===== config.mk =====
export PLATFORM = sky130hd
export DESIGN_NAME = uart_rx_byte_flat
export DESIGN_NICKNAME = d
export VERILOG_FILES = /design/src/rtl/uart_pkg.sv /design/src/rtl/uart_rx_byte_if.sv /design/src/rtl/uart_baud_tick.sv /design/src/rtl/uart_rx_byte.sv /design/src/flat_wrapper.sv
export SDC_FILE = /design/constraint.sdc
export NUM_CORES = 1
export LEC_CHECK = 0
export BUFFER_PORTS_ARGS = -buffer_cell sky130_fd_sc_hd__buf_2
export CAP_MARGIN = 40
export CORE_AREA = 4 4 79 81
export CTS_CLUSTER_SIZE = 16
export DETAILED_ROUTE_END_ITERATION = 12
export DIE_AREA = 0 0 83 85
export PLACE_DENSITY = 0.67
export SLEW_MARGIN = 20
export SYNTH_ARGS = -nofsm -noshare
export SYNTH_HDL_FRONTEND = slang
export SYNTH_SLANG_ARGS = --single-unit

===== constraint.sdc =====
create_clock -name Clk -period 2.8 [get_ports Clk]
set_clock_uncertainty 0.05 [all_clocks]
set_input_delay 0.28 -clock Clk [delete_from_list [all_inputs] [get_ports Clk]]
set_output_delay 0.28 -clock Clk [all_outputs]
set_load 0.01 [all_outputs]

===== src/rtl/uart_pkg.sv =====
// Shared UART definitions: baud select codes, oversample divisors, sample points
// and receiver state encodings. The byte transmitter uses the same package.
package uart_pkg;

  localparam int OVERSAMPLE = 16;

  localparam logic [2:0] BAUD_9600   = 3'd0;
  localparam logic [2:0] BAUD_19200  = 3'd1;
  localparam logic [2:0] BAUD_38400  = 3'd2;
  localparam logic [2:0] BAUD_57600  = 3'd3;
  localparam logic [2:0] BAUD_115200 = 3'd4;

  // Sub-bit positions of the three majority-vote samples, and counter limits.
  localparam logic [3:0] SAMPLE_FIRST  = 4'd6;
  localparam logic [3:0] SAMPLE_MID    = 4'd7;
  localparam logic [3:0] SAMPLE_LAST   = 4'd8;
  localparam logic [3:0] SUB_LAST      = 4'd15;
  localparam logic [3:0] BIT_LAST_DATA = 4'd8;

  typedef enum logic [1:0] {
    ST_IDLE  = 2'd0,
    ST_START = 2'd1,
    ST_DATA  = 2'd2,
    ST_STOP  = 2'd3
  } rx_state_e;

  // Unused select codes fall back to 9600 baud.
  function automatic int baud_rate(input logic [2:0] sel);
    int rate;
    case (sel)
      BAUD_19200:  rate = 19200;
      BAUD_38400:  rate = 38400;
      BAUD_57600:  rate = 57600;
      BAUD_115200: rate = 115200;
      default:     rate = 9600;
    endcase
    return rate;
  endfunction

  function automatic int baud_div(input int clk_freq, input logic [2:0] sel);
    return clk_freq / (baud_rate(sel) * OVERSAMPLE);
  endfunction

endpackage


===== src/rtl/uart_rx_byte_if.sv =====
// Pin group of the byte receiver: line and baud select in, byte and status out.
// There is no flow control: Rx_done is a one-cycle strobe and must be taken when it occurs.
interface uart_rx_byte_if;
  import uart_pkg::*;

  logic [2:0] Baud_sel;
  logic       Uart_rx;
  logic [7:0] Data_byte;
  logic       Rx_done;
  logic       Frame_err;
  logic       Uart_state;
  rx_state_e  rx_state;

  modport master (
    output Baud_sel, Uart_rx,
    input  Data_byte, Rx_done, Frame_err, Uart_state, rx_state
  );

  modport slave (
    input  Baud_sel, Uart_rx,
    output Data_byte, Rx_done, Frame_err, Uart_state, rx_state
  );
endinterface


===== src/rtl/uart_baud_tick.sv =====
// 16x oversample tick generator. Held at zero while disabled so that enabling it
// starts a fresh bit period.
module uart_baud_tick
  import uart_pkg::*;
#(
  parameter int CLK_FREQ = 50_000_000
) (
  input  logic       Clk,
  input  logic       Rst_n,
  input  logic       enable,
  input  logic [2:0] baud_sel,
  output logic       tick
);

  localparam logic [15:0] DIV_9600_M1   = 16'(baud_div(CLK_FREQ, BAUD_9600) - 1);
  localparam logic [15:0] DIV_19200_M1  = 16'(baud_div(CLK_FREQ, BAUD_19200) - 1);
  localparam logic [15:0] DIV_38400_M1  = 16'(baud_div(CLK_FREQ, BAUD_38400) - 1);
  localparam logic [15:0] DIV_57600_M1  = 16'(baud_div(CLK_FREQ, BAUD_57600) - 1);
  localparam logic [15:0] DIV_115200_M1 = 16'(baud_div(CLK_FREQ, BAUD_115200) - 1);

  logic [15:0] div_m1;
  logic [15:0] cnt;

  always_comb begin
    div_m1 = DIV_9600_M1;
    case (baud_sel)
      BAUD_19200:  div_m1 = DIV_19200_M1;
      BAUD_38400:  div_m1 = DIV_38400_M1;
      BAUD_57600:  div_m1 = DIV_57600_M1;
      BAUD_115200: div_m1 = DIV_115200_M1;
      default:     div_m1 = DIV_9600_M1;
    endcase
  end

  assign tick = enable && (cnt == div_m1);

  always_ff @(posedge Clk or negedge Rst_n) begin
    if (!Rst_n) begin
      cnt <= '0;
    end else if (!enable || tick) begin
      cnt <= '0;
    end else begin
      cnt <= cnt + 16'd1;
    end
  end

endmodule


===== src/rtl/uart_rx_byte.sv =====
// 8N1 byte receiver: 16x oversampling, 3-sample majority per bit, false-start and
// framing-error detection. The frame ends mid stop bit so back-to-back frames are caught.
module uart_rx_byte
  import uart_pkg::*;
#(
  parameter int CLK_FREQ = 50_000_000
) (
  input logic          Clk,
  input logic          Rst_n,
  uart_rx_byte_if.slave bus
);

  logic       sync1, sync2, sync3;
  logic       fall;
  rx_state_e  state, state_next;
  logic [2:0] baud_lat;
  logic       tick;
  logic [3:0] sub_cnt;
  logic [3:0] bit_idx;
  logic [2:0] data_pos;
  logic       s_first, s_mid;
  logic       maj;
  logic       sample_last;
  logic       bit_end;
  logic       stop_decide;
  logic [7:0] shift_reg;
  logic [7:0] data_q;
  logic       done_q, ferr_q;

  // Synchronizer idles high so reset never fabricates a falling edge.
  always_ff @(posedge Clk or negedge Rst_n) begin
    if (!Rst_n) begin
      sync1 <= 1'b1;
      sync2 <= 1'b1;
      sync3 <= 1'b1;
    end else begin
      sync1 <= bus.Uart_rx;
      sync2 <= sync1;
      sync3 <= sync2;
    end
  end

  assign fall = !sync2 && sync3;

  uart_baud_tick #(.CLK_FREQ(CLK_FREQ)) u_tick (
    .Clk      (Clk),
    .Rst_n    (Rst_n),
    .enable   (state != ST_IDLE),
    .baud_sel (baud_lat),
    .tick     (tick)
  );

  // The third sample is the live synchronized line at the sub-count 8 tick.
  assign maj         = (s_first & s_mid) | (s_first & sync2) | (s_mid & sync2);
  assign sample_last = tick && (sub_cnt == SAMPLE_LAST);
  assign bit_end     = tick && (sub_cnt == SUB_LAST);
  assign stop_decide = (state == ST_STOP) && sample_last && !(done_q || ferr_q);
  assign data_pos    = 3'(bit_idx - 4'd1);

  always_ff @(posedge Clk or negedge Rst_n) begin
    if (!Rst_n) begin
      state <= ST_IDLE;
    end else begin
      state <= state_next;
    end
  end

  always_comb begin
    state_next = state;
    case (state)
      ST_IDLE:  if (fall) state_next = ST_START;
      ST_START: begin
        if (sample_last && maj) state_next = ST_IDLE;
        else if (bit_end)       state_next = ST_DATA;
      end
      ST_DATA:  if (bit_end && (bit_idx == BIT_LAST_DATA)) state_next = ST_STOP;
      // Leave only after the result pulse so it is seen with Uart_state high.
      ST_STOP:  if (done_q || ferr_q) state_next = ST_IDLE;
      default:  state_next = ST_IDLE;
    endcase
  end

  always_ff @(posedge Clk or negedge Rst_n) begin
    if (!Rst_n) begin
      baud_lat  <= BAUD_9600;
      sub_cnt   <= '0;
      bit_idx   <= '0;
      s_first   <= 1'b1;
      s_mid     <= 1'b1;
      shift_reg <= '0;
      data_q    <= '0;
      done_q    <= 1'b0;
      ferr_q    <= 1'b0;
    end else begin
      done_q <= 1'b0;
      ferr_q <= 1'b0;
      if (state == ST_IDLE) begin
        sub_cnt <= '0;
        bit_idx <= '0;
        if (fall) baud_lat <= bus.Baud_sel;
      end else if (tick) begin
        sub_cnt <= sub_cnt + 4'd1;
        if (sub_cnt == SUB_LAST)     bit_idx <= bit_idx + 4'd1;
        if (sub_cnt == SAMPLE_FIRST) s_first <= sync2;
        if (sub_cnt == SAMPLE_MID)   s_mid   <= sync2;
      end
      if ((state == ST_DATA) && sample_last) shift_reg[data_pos] <= maj;
      if (stop_decide) begin
        if (maj) begin
          data_q <= shift_reg;
          done_q <= 1'b1;
        end else begin
          ferr_q <= 1'b1;
        end
      end
    end
  end

  assign bus.Data_byte  = data_q;
  assign bus.Rx_done    = done_q;
  assign bus.Frame_err  = ferr_q;
  assign bus.Uart_state = (state != ST_IDLE);
  assign bus.rx_state   = state;

endmodule


===== src/flat_wrapper.sv =====
// flat-port wrapper written by rule: the top's interface ports become plain ports
module uart_rx_byte_flat import uart_pkg::*;
#(
  parameter int CLK_FREQ = 50_000_000
)
  (Clk, Rst_n, bus_Baud_sel, bus_Uart_rx, bus_Data_byte, bus_Rx_done, bus_Frame_err, bus_Uart_state, bus_rx_state);
  uart_rx_byte_if bus_i ();
  input logic Clk;
  input logic Rst_n;
  input wire logic [$bits(bus_i.Baud_sel)-1:0] bus_Baud_sel;
  input wire logic [$bits(bus_i.Uart_rx)-1:0] bus_Uart_rx;
  output wire logic [$bits(bus_i.Data_byte)-1:0] bus_Data_byte;
  output wire logic [$bits(bus_i.Rx_done)-1:0] bus_Rx_done;
  output wire logic [$bits(bus_i.Frame_err)-1:0] bus_Frame_err;
  output wire logic [$bits(bus_i.Uart_state)-1:0] bus_Uart_state;
  output wire logic [$bits(bus_i.rx_state)-1:0] bus_rx_state;
  assign bus_i.Baud_sel = bus_Baud_sel;
  assign bus_i.Uart_rx = bus_Uart_rx;
  assign bus_Data_byte = bus_i.Data_byte;
  assign bus_Rx_done = bus_i.Rx_done;
  assign bus_Frame_err = bus_i.Frame_err;
  assign bus_Uart_state = bus_i.Uart_state;
  assign bus_rx_state = bus_i.rx_state;
  uart_rx_byte #(.CLK_FREQ(CLK_FREQ)) u_core (.Clk(Clk), .Rst_n(Rst_n), .bus(bus_i));
endmodule

==> results.yml <==
final_layout:
  drive_gt1_frac: 0.227
  layout_common_cells: "47 x dfrtp_1, 27 x nor2_1, 22 x nand2_1, 18 x buf_2"
  largest_reg_flops: 16
  n_fill_cell: 493
  final_common_cell: "dfrtp_1"
  fin_nets: 289
  area_growth_pct: 11.3
  num_antenna_cells: 0
  fin_area_um2: 3020
  utilization: 0.551
sta:
  grt_setup_unrepaired: "false"
  worst_slack_ps: 273
  setup_viol: 0
  period_minus_slack_ps: 2530
  final.setup.tns_ps: 0
  fin_crit_sh: 0.903
  worst_slew_pin_slew_ps: 660
  slew_headroom: 0.560
  final-hold-violation-count: 0
  slew_violations: 0
  max_freq_ghz: 0.396
synthesis:
  syn_area_um2: 2710
  synth_cell_types: 51
  ys_warn_count: 0
  synth_adder_area_share: 0.0360
  synth_cells: 254
  synth_seq_cells: 52
  synth_ff_type: "dfrtp_1"
  synth_edf_count: 0
  synth_seq_area_share: 0.483
  synth_xor_xnor_area_share: 0.0614
  async_reset_ff_frac: 1.00
  synth-compound-area-share: 0.0859
  syn_nets: 267
  syn_area_per_cell_um2: 10.7
  muxShareOfSynthArea: 0.105
  synth-simple-area-share: 0.198
  synth_top_family_by_area: "simple AND/OR/NAND/NOR gates"
worst_setup_path:
  end_kind: "register"
  worstPathMaxFanout: 15
  critPathMaxStageDelay_ps: 550
  crit_type: "reg2reg"
  arrival_ps: 2710
  worstPathRequired_ps: 2980
  cp-start-kind: "register"
  cp_slowest_cell: "or4_1"
  worstPathCellList: "or4_1, nor4_2, o2111a_2, o211ai_4, buf_4, or3_1, a21oi_1"
detailed_routing:
  wire_per_inst_um: 14.5
  drt_first_pass_iters: 4
  routed_wl_mm: 5.05
  via_per_inst: 5.29
  via_count: 1847
  drc: 0
  ant_nets: 0
  drtIter0Drc: 69
placement:
  finalWeightedCongestion: 0.767
  io_buffer_count: 18
  placed_area_um2: 2880
  dp_hpwl_mm: 3.43
  pre_cts_ws_ps: 266
grt:
  gr-total-overflow: 0
  grt_first_pass_wirelength_mm: 9.00
  grt_max_degree: 53
  gr-usage-met2: 0.257
  antenna_found_initial: 0
  grt_pass1_vias: 1855
  use_met1: 0.210
  grtUsageTotal: 0.157
  grt_busiest_layer: "met2"
  gr-usage-met3: 0.0291
run:
  maxCapViolCount: 0
die:
  start_util: 0.495
  io_pins: 19
  die_w_um: 83
  rows: 27
  die_y_um: 85
  dieArea_um2: 7060
  coreArea_um2: 5470
clocking:
  clock_latency_ps: 300
  cts_tree: "done"
  cts.clk_slew.worst_paths_ps: 90
  numCtsBuffers: 5
  cts_max_path_buffers: 2
  cts_root_buffer: "clkbuf_8"
  clock-sinks: 52
  cts_htree_levels: 2
pwr:
  total_power_uw: 1970
  ir_drop_v: 0.000315
  power_density_nw_per_um2: 652
  p_leak_uw: 0.00139
status:
  run_status: "finished clean"
worst_hold_path:
  min_path_type: "in2async"
## per-layer routing
layer  part of all wire  wire length, um
met1               0.47             2380
met2               0.49             2480
met3              0.025              128
met4              0.011               53
met5                  0                0
## layout make-up
cell class | count | area, um^2 | area share
well taps | 72 | 90.1 | 0.0299
inverters | 8 | 30.0 | 0.00996
clock buffers | 7 | 96.3 | 0.0320
multi-input cells | 184 | 1320 | 0.437
flip-flops and latches | 52 | 1310 | 0.434
clock inverters | 1 | 30.0 | 0.00996
repair buffers | 25 | 145 | 0.0481
## what timing repair did
| item | CTS | global route |
|---|---|---|
| endpoints found under the hold margin | 0 | 1 |
| hold buffers | 0 | 1 |
| resized for setup | 0 | 0 |
| setup buffers | 0 | 0 |
## Yosys cell counts (all sizes together) (3+ instances only)
library cell / number / area (um^2)
ha: 7 / 87.6
nor3: 7 / 46.3
nor4: 7 / 50.1
nor2: 27 / 101
o21ai: 10 / 53.8
nand3: 9 / 45.0
xor2: 9 / 78.8
and3: 10 / 62.6
mux2i: 4 / 40.0
inv: 8 / 30.0
dfstp: 5 / 131
xnor2: 10 / 87.6
nor2b: 3 / 18.8
mux2: 19 / 244
buf: 7 / 43.8
nand2: 22 / 82.6
a21oi: 5 / 25.0
o2111ai: 3 / 26.3
clkbuf: 3 / 11.3
dfrtp: 47 / 1180
or3: 5 / 31.3
## stage by stage
stage	hold WS [ps]	std cells
6_report	24.2	349
5_1_grt	81.5	349
4_1_cts	2.71	348
3_5_place_dp	299	340
3_3_place_gp	296	340
2_1_floorplan	-65.6	254
## cell families (layout without fill, tap and decap cells)
family | Yosys count | after routing
muxes | 23 | 23
AOI/OAI and AO/OA | 31 | 31
DFF | 52 | 52
xor gates and xnor gates | 19 | 19
adders and majority gates | 8 | 8
and+or+nand+nor | 103 | 103
buffers and inverters | 18 | 41
## worst max-delay path, delay by kind of cell, from the launching register on
| kind | cells | cell delay (ps) |
|---|---|---|
| AND/OR/NAND/NOR | 3 | 1120 |
| AO/OA/AOI/OAI | 3 | 610 |
| flip-flops | 1 | 430 |
| buffers and inverters | 1 | 240 |
## power by group
| part | internal [uW] | switching (uW) | leakage, uW | total, uW |
|---|---|---|---|---|
| Sequential | 819 | 123 | 0.000692 | 942 |
| Clock | 316 | 249 | 0.0000645 | 564 |
| Combinational | 216 | 244 | 0.000635 | 460 |
| Total | 1350 | 615 | 0.00139 | 1970 |
## final timing paths
kind	start	end	cells past startpoint	slack, ps
worst max-delay path	u_core.u_tick.cnt[9]	u_core.bit_idx[2]	7	270
worst min-delay path	Rst_n	u_core.u_tick.cnt[2]	2	20
worst max register to register	u_core.u_tick.cnt[9]	u_core.bit_idx[2]	7	270
worst min register to register	u_core.sync1	u_core.sync2	0	310
max in group asynchronous	Rst_n	u_core.bit_idx[2]	2	2220
min in group Clk	bus_Baud_sel[0]	u_core.baud_lat[0]	2	150
Note: power is estimated with default switching activity, not from simulation.
